`config.mk`:
```
export PLATFORM = sky130hd
export DESIGN_NAME = distance_median_filter
export DESIGN_NICKNAME = d
export VERILOG_FILES = /design/src/rtl/distance_median_filter.sv
export SDC_FILE = /design/constraint.sdc
export NUM_CORES = 1
export LEC_CHECK = 0
export BUFFER_PORTS_ARGS = -buffer_cell sky130_fd_sc_hd__buf_2
export CAP_MARGIN = 20
export CORE_MARGIN = 5
export CORE_UTILIZATION = 39
export DETAILED_ROUTE_END_ITERATION = 8
export HOLD_SLACK_MARGIN = 0.15
export SETUP_SLACK_MARGIN = 0.2
export SLEW_MARGIN = 20
export SYNTH_ARGS = -nofsm -noshare
export SYNTH_HDL_FRONTEND = slang
export SYNTH_SLANG_ARGS = --single-unit
```
`constraint.sdc`:
```
create_clock -name clk -period 6.1 [get_ports clk]
set_input_delay 1.22 -clock clk [delete_from_list [all_inputs] [get_ports clk]]
set_output_delay 1.22 -clock clk [all_outputs]
set_load 0.01 [all_outputs]
```
`src/rtl/distance_median_filter.sv`:
```
// Sliding-window median filter for ultrasonic range samples: rejects misses,
// ranks one candidate per cycle and emits the window median or a no-target code.
module distance_median_filter #(
    parameter int W          = 8,
    parameter int DEPTH      = 5,
    parameter int MAX_CM     = 250,
    parameter int MISS_LIMIT = 4
) (
    input  logic         clk,
    input  logic         reset_n,
    input  logic         sample_valid,
    input  logic [W-1:0] raw_distance,
    output logic [W-1:0] filt_distance,
    output logic         filt_valid,
    output logic         window_full,
    output logic         no_target,
    output logic         overrun
);

    localparam int CW = $clog2(DEPTH + 1);
    localparam int MW = $clog2(MISS_LIMIT + 1);
    localparam int KW = $clog2(DEPTH);

    localparam logic [1:0] S_IDLE = 2'd0;
    localparam logic [1:0] S_LOAD = 2'd1;
    localparam logic [1:0] S_RANK = 2'd2;
    localparam logic [1:0] S_EMIT = 2'd3;

    function automatic logic is_accepted(input logic [W-1:0] d);
        return (d != {W{1'b0}}) && (d <= W'(MAX_CM));
    endfunction

    logic [1:0]    state_q, state_d;
    logic [W-1:0]  win_q [DEPTH];
    logic [W-1:0]  win_d [DEPTH];
    logic [CW-1:0] fill_q, fill_d;
    logic [MW-1:0] miss_cnt_q, miss_cnt_d;
    logic [KW-1:0] k_q, k_d;
    logic [W-1:0]  samp_q, samp_d;
    logic [W-1:0]  pend_q, pend_d;
    logic          pend_valid_q, pend_valid_d;
    logic [W-1:0]  med_q, med_d;
    logic          found_q, found_d;
    logic          nt_q, nt_d;
    logic [W-1:0]  filt_distance_q, filt_distance_d;
    logic          filt_valid_q, filt_valid_d;
    logic          window_full_q, window_full_d;
    logic          no_target_q, no_target_d;
    logic          overrun_q, overrun_d;

    logic [W-1:0]  cand_s;
    logic [CW-1:0] lt_s, eq_s;
    logic          is_med_s;
    logic          take_s;
    logic [W-1:0]  take_val_s;

    // Rank of the current candidate against the whole window.
    always_comb begin
        cand_s = win_q[k_q];
        lt_s   = {CW{1'b0}};
        eq_s   = {CW{1'b0}};
        for (int i = 0; i < DEPTH; i++) begin
            if (win_q[i] < cand_s) begin
                lt_s = lt_s + CW'(1);
            end else if (win_q[i] == cand_s) begin
                eq_s = eq_s + CW'(1);
            end else begin
                eq_s = eq_s;
            end
        end
        is_med_s = (lt_s <= CW'(DEPTH / 2)) && (CW'(DEPTH / 2) < (lt_s + eq_s));
    end

    // Next-state logic: sample intake, window update, ranking and emit.
    always_comb begin
        state_d         = state_q;
        win_d           = win_q;
        fill_d          = fill_q;
        miss_cnt_d      = miss_cnt_q;
        k_d             = k_q;
        samp_d          = samp_q;
        pend_d          = pend_q;
        pend_valid_d    = pend_valid_q;
        med_d           = med_q;
        found_d         = found_q;
        nt_d            = nt_q;
        filt_distance_d = filt_distance_q;
        filt_valid_d    = 1'b0;
        window_full_d   = (fill_q == CW'(DEPTH));
        no_target_d     = no_target_q;
        overrun_d       = overrun_q;
        take_s          = 1'b0;
        take_val_s      = raw_distance;

        // The pending slot always wins in IDLE; a same-cycle strobe refills it.
        if (state_q == S_IDLE) begin
            if (pend_valid_q) begin
                take_s       = 1'b1;
                take_val_s   = pend_q;
                pend_valid_d = sample_valid;
                if (sample_valid) begin
                    pend_d = raw_distance;
                end else begin
                    pend_d = pend_q;
                end
            end else begin
                take_s = sample_valid;
            end
        end else if (sample_valid) begin
            overrun_d    = overrun_q | pend_valid_q;
            pend_d       = raw_distance;
            pend_valid_d = 1'b1;
        end else begin
            pend_valid_d = pend_valid_q;
        end

        case (state_q)
            S_IDLE: begin
                if (take_s && is_accepted(take_val_s)) begin
                    samp_d     = take_val_s;
                    miss_cnt_d = {MW{1'b0}};
                    nt_d       = 1'b0;
                    state_d    = S_LOAD;
                end else if (take_s) begin
                    if ((int'(miss_cnt_q) + 1) >= MISS_LIMIT) begin
                        nt_d       = 1'b1;
                        fill_d     = {CW{1'b0}};
                        miss_cnt_d = {MW{1'b0}};
                        state_d    = S_EMIT;
                    end else if (miss_cnt_q != {MW{1'b1}}) begin
                        miss_cnt_d = miss_cnt_q + MW'(1);
                    end else begin
                        miss_cnt_d = miss_cnt_q;
                    end
                end else begin
                    state_d = S_IDLE;
                end
            end
            S_LOAD: begin
                for (int i = 0; i < DEPTH - 1; i++) begin
                    win_d[i] = win_q[i + 1];
                end
                win_d[DEPTH-1] = samp_q;
                if (fill_q >= CW'(DEPTH - 1)) begin
                    fill_d  = CW'(DEPTH);
                    k_d     = {KW{1'b0}};
                    found_d = 1'b0;
                    state_d = S_RANK;
                end else begin
                    fill_d  = fill_q + CW'(1);
                    state_d = S_IDLE;
                end
            end
            S_RANK: begin
                if (!found_q && is_med_s) begin
                    med_d   = cand_s;
                    found_d = 1'b1;
                end else begin
                    med_d = med_q;
                end
                if (k_q == KW'(DEPTH - 1)) begin
                    state_d = S_EMIT;
                end else begin
                    k_d = k_q + KW'(1);
                end
            end
            S_EMIT: begin
                filt_valid_d = 1'b1;
                if (nt_q) begin
                    filt_distance_d = {W{1'b1}};
                    no_target_d     = 1'b1;
                end else begin
                    filt_distance_d = med_q;
                    no_target_d     = 1'b0;
                end
                state_d = S_IDLE;
            end
            default: begin
                state_d = S_IDLE;
            end
        endcase
    end

    // State and output registers.
    always_ff @(posedge clk or negedge reset_n) begin
        if (!reset_n) begin
            state_q         <= S_IDLE;
            for (int i = 0; i < DEPTH; i++) begin
                win_q[i] <= {W{1'b0}};
            end
            fill_q          <= {CW{1'b0}};
            miss_cnt_q      <= {MW{1'b0}};
            k_q             <= {KW{1'b0}};
            samp_q          <= {W{1'b0}};
            pend_q          <= {W{1'b0}};
            pend_valid_q    <= 1'b0;
            med_q           <= {W{1'b0}};
            found_q         <= 1'b0;
            nt_q            <= 1'b0;
            filt_distance_q <= {W{1'b0}};
            filt_valid_q    <= 1'b0;
            window_full_q   <= 1'b0;
            no_target_q     <= 1'b0;
            overrun_q       <= 1'b0;
        end else begin
            state_q         <= state_d;
            win_q           <= win_d;
            fill_q          <= fill_d;
            miss_cnt_q      <= miss_cnt_d;
            k_q             <= k_d;
            samp_q          <= samp_d;
            pend_q          <= pend_d;
            pend_valid_q    <= pend_valid_d;
            med_q           <= med_d;
            found_q         <= found_d;
            nt_q            <= nt_d;
            filt_distance_q <= filt_distance_d;
            filt_valid_q    <= filt_valid_d;
            window_full_q   <= window_full_d;
            no_target_q     <= no_target_d;
            overrun_q       <= overrun_d;
        end
    end

    assign filt_distance = filt_distance_q;
    assign filt_valid    = filt_valid_q;
    assign window_full   = window_full_q;
    assign no_target     = no_target_q;
    assign overrun       = overrun_q;

endmodule

```
==> results.md <==
- Worst Path Arrival: 5.90 ns
- Final hold vios: 0
- # diodes: 0
- Reg-to-reg startpoint: win_q[9]$_DFFE_PN0P_
- Vias in the first global route: 3,914
- Period Utilization, post-route: 92.3%
- Post-synth EDFFs: 0
- Crit Path Class: flop to flop
- Clock latency on the worst-skew pair: approximately 0.35 ns
- All-Layer GR Usage: 15.4%
- Post-synthesis cell area: 0.00545 mm^2
- Relative slew slack: 49.9%
- GP Congestion: slightly below 0.9
- Status: finished, final reports clean
- # rows: between 40 and 50
- Antenna viol nets, final: 0
- Setup ws final: ~0.47 ns
- Post-synthesis xor/xnor area fraction: between 2 and 2.5%
- Buffers added on ports: 22
- Share of cells above drive strength 1: ~25%
- Placement Setup Slack: 0.0200 ns
- Worst clock skew: ~0.0047 ns
- DRT iter0 DRCs: 182
- Fraction of registers with async set/reset: 100%
- Register bit count reported by yosys: 90
- WL final: ~12 mm
- Sum Neg Setup Slack: 0 ns
- Post-Synth Simple-Gate Area: 11.9%
- Fmax: roughly 0.18 GHz
- CP endpoint: med_q[5]$_DFFE_PN0P_
- RSZ-0062 raised after global routing: no
- Compound-Gate Fraction of Synth Area: around an eighth
- Max Root-Sink Buffers: 2
- DRC: 0
- Largest family of logic cells by synthesized area: multiplexers
- Total number of vias: 3,871
- Clk slew on worst S/H paths: 0.07 ns
- Starting Density: between 30% and 40%
- Synth warn: 0
- Max-slew violations: 0
- Filler Cell Count: ~1.3k
- Cells after synthesis: approximately 500
- # IOs: 23
- CP startpoint: win_q[9]$_DFFE_PN0P_
- Setup crit start kind: flop
- Chip Height: 128 um
- Post-synthesis adder-cell area fraction: between 10% and 20%
- Initial antenna violation count: 0
- DP Wirelength: ~8.9 mm
- Register-to-register setup slack: 0.47 ns
- Layout area overhead: 14.5%
- CTS root buffer: clkbuf_16
- Sequential share of the synthesized area: between 40% and 50%
- Minimum clock period: approximately 5.6 ns
- Worst r2r dst: med_q[5]$_DFFE_PN0P_
- Worst Reg-to-Reg Cells: 26
- Main flop type after synthesis: dfrtp_1
- H-tree levels: 3
- Hold buffers post-CTS: 0
- Die ar.: between 0.015 and 0.02 mm^2
- Num CTS Buffers: 9
- Die W: roughly 130 um
- Vias per cell: around 5.3
- Final #Nets: between 600 and 700
- Core area: around 0.014 mm^2
- Max FO, Critical Path: 7
- Wirelength per Cell: 16.3 um
- Worst slew pin tran: about 0.75 ns
- Largest net degree at the start of global routing: slightly above 80
- Drt pass-1 iters: 7
- Max-cap violations: 0
- Post-synthesis mux area share: 15.7%
- Critical Path RT: 6.37 ns
- CTS tree: yes
- Sink Count: 90
- Min-Delay Path Class: flop to flop
- Synth unique cells: 58
- CP endpoint kind: flop
- GRT overflow: 0
- Syn_area_per_cell: roughly 11 um^2
- Setup-failing EPs final: 0
- Synthesized net count: slightly below 600
- Global-route wire length before repair: 20.1 mm
-- timing repair --
| action | CTS | global route |
|---|---|---|
| endpoints found under the setup margin | 9 | 9 |
| setup buffers | 1 | 6 |
| pin swaps | 0 | 7 |
| gates cloned | 0 | 0 |
| resized for setup | 4 | 10 |
-- synthesized netlist by cell type, types with 5 or more instances --
master / n / area (um^2)
ha_1: 56 / 701
clkbuf_1: 10 / 37.5
nor2b_1: 9 / 56.3
nand2_1: 34 / 128
buf_1: 5 / 18.8
o22a_1: 5 / 43.8
nor2_1: 36 / 135
nand4_1: 12 / 75.1
inv_1: 25 / 93.8
a21oi_1: 39 / 195
a21o_1: 5 / 37.5
nand2b_1: 6 / 37.5
dfrtp_1: 90 / 2250
nor3b_1: 5 / 37.5
o21ai_0: 22 / 110
nor3_1: 7 / 35.0
mux2i_1: 30 / 300
mux2_2: 44 / 495
-- layer usage --
metal	track usage (%)	wire length, um	vias to the layer above	share of wire, %
met5	0	0	-	0
met4	5.93	259	0	2.2
met1	20.7	5590	1892	47
li1	-	-	1904	-
met3	3.00	417	15	3.5
met2	24.5	5650	60	47
-- state kept, by name (all words and copies together), names as in the netlist --
signal	flops
state_q	2
filt_distance	8
found_q	1
pend_valid_q	1
filt_valid	1
samp_q	8
win_q	40
miss_cnt_q	3
nt_q	1
pend_q	8
window_full	1
fill_q	3
no_target	1
k_q	3
med_q	8
overrun	1
-- worst min-delay path by stage --
stage | from | endpoint | slack (ns) | depth (start not counted)
after global placement | overrun$_DFFE_PN0P_ | overrun$_DFFE_PN0P_ | 0.45 | 1
after CTS | samp_q[4]$_DFFE_PN0P_ | samp_q[4]$_DFFE_PN0P_ | 0.48 | 2
after global routing | samp_q[5]$_DFFE_PN0P_ | samp_q[5]$_DFFE_PN0P_ | 0.51 | 2
after floorplan | samp_q[1]$_DFFE_PN0P_ | samp_q[1]$_DFFE_PN0P_ | 0.44 | 2
after detailed placement | overrun$_DFFE_PN0P_ | overrun$_DFFE_PN0P_ | 0.47 | 1
final | samp_q[4]$_DFFE_PN0P_ | samp_q[4]$_DFFE_PN0P_ | 0.48 | 2
-- metrics by stage --
stage | util (%) | hold slack [ns] | cell area, um^2 | std cells
5_1_grt | 45.3 | 0.508 | 6240 | 730
3_5_place_dp | 42.4 | 0.465 | 5840 | 707
3_3_place_gp | 42.4 | 0.450 | 5840 | 707
2_1_floorplan | - | 0.444 | 5470 | 509
4_1_cts | 44.7 | 0.482 | 6160 | 724
6_report | 45.3 | 0.476 | 6240 | 730
-- kinds of logic (layout without fill, tap and decap cells) --
logic type	Yosys count	count (layout)
compound gates	105	105
xor+xnor	8	8
fa+ha+maj	58	58
buf+inv	43	84
flops	90	90
mux	77	77
simple gates	128	128
-- placed cells by master, fill, tap and decap left out, types with 20 or more instances in the layout --
cell / n
buf_2: 21
ha_1: 56
nand2_1: 34
dfrtp_1: 88
nor2_1: 36
inv_1: 25
o21ai_0: 21
mux2i_1: 28
a21oi_1: 36
mux2_2: 44
buf_4: 20
-- critical path, stage by stage, from the launching register on --
cell and delay [ns]:
dfrtp_1 0.44, mux4_2 0.47, nor2b_1 0.15, a31oi_2 0.23
ha_1 0.29, nor2b_1 0.14, o21ai_1 0.11, nand2b_1 0.08
a21oi_2 0.15, a211oi_2 0.10, ha_1 0.30, mux2i_2 0.23
inv_1 0.07, ha_1 0.29, nand2_1 0.06, nand2_1 0.06
ha_1 0.30, nor2b_2 0.14, a21oi_2 0.06, ha_1 0.29
mux2i_2 0.08, fa_2 0.36, xor2_2 0.14, xnor3_1 0.27
a221oi_4 0.34, buf_6 0.20, mux2i_1 0.20
-- area by class of cell --
type	count	area, um^2	area share, %
multi-input combinational	376	3090	49.5
tap	180	225	3.61
clock buffer	11	243	3.89
sequential	90	2250	36.1
clock inverter	5	60.1	0.962
timing repair buffer	43	278	4.45
inverter	25	93.8	1.50
Power is not shown: default switching activity piles up to over one toggle a cycle in this logic, so the estimate is an artifact.
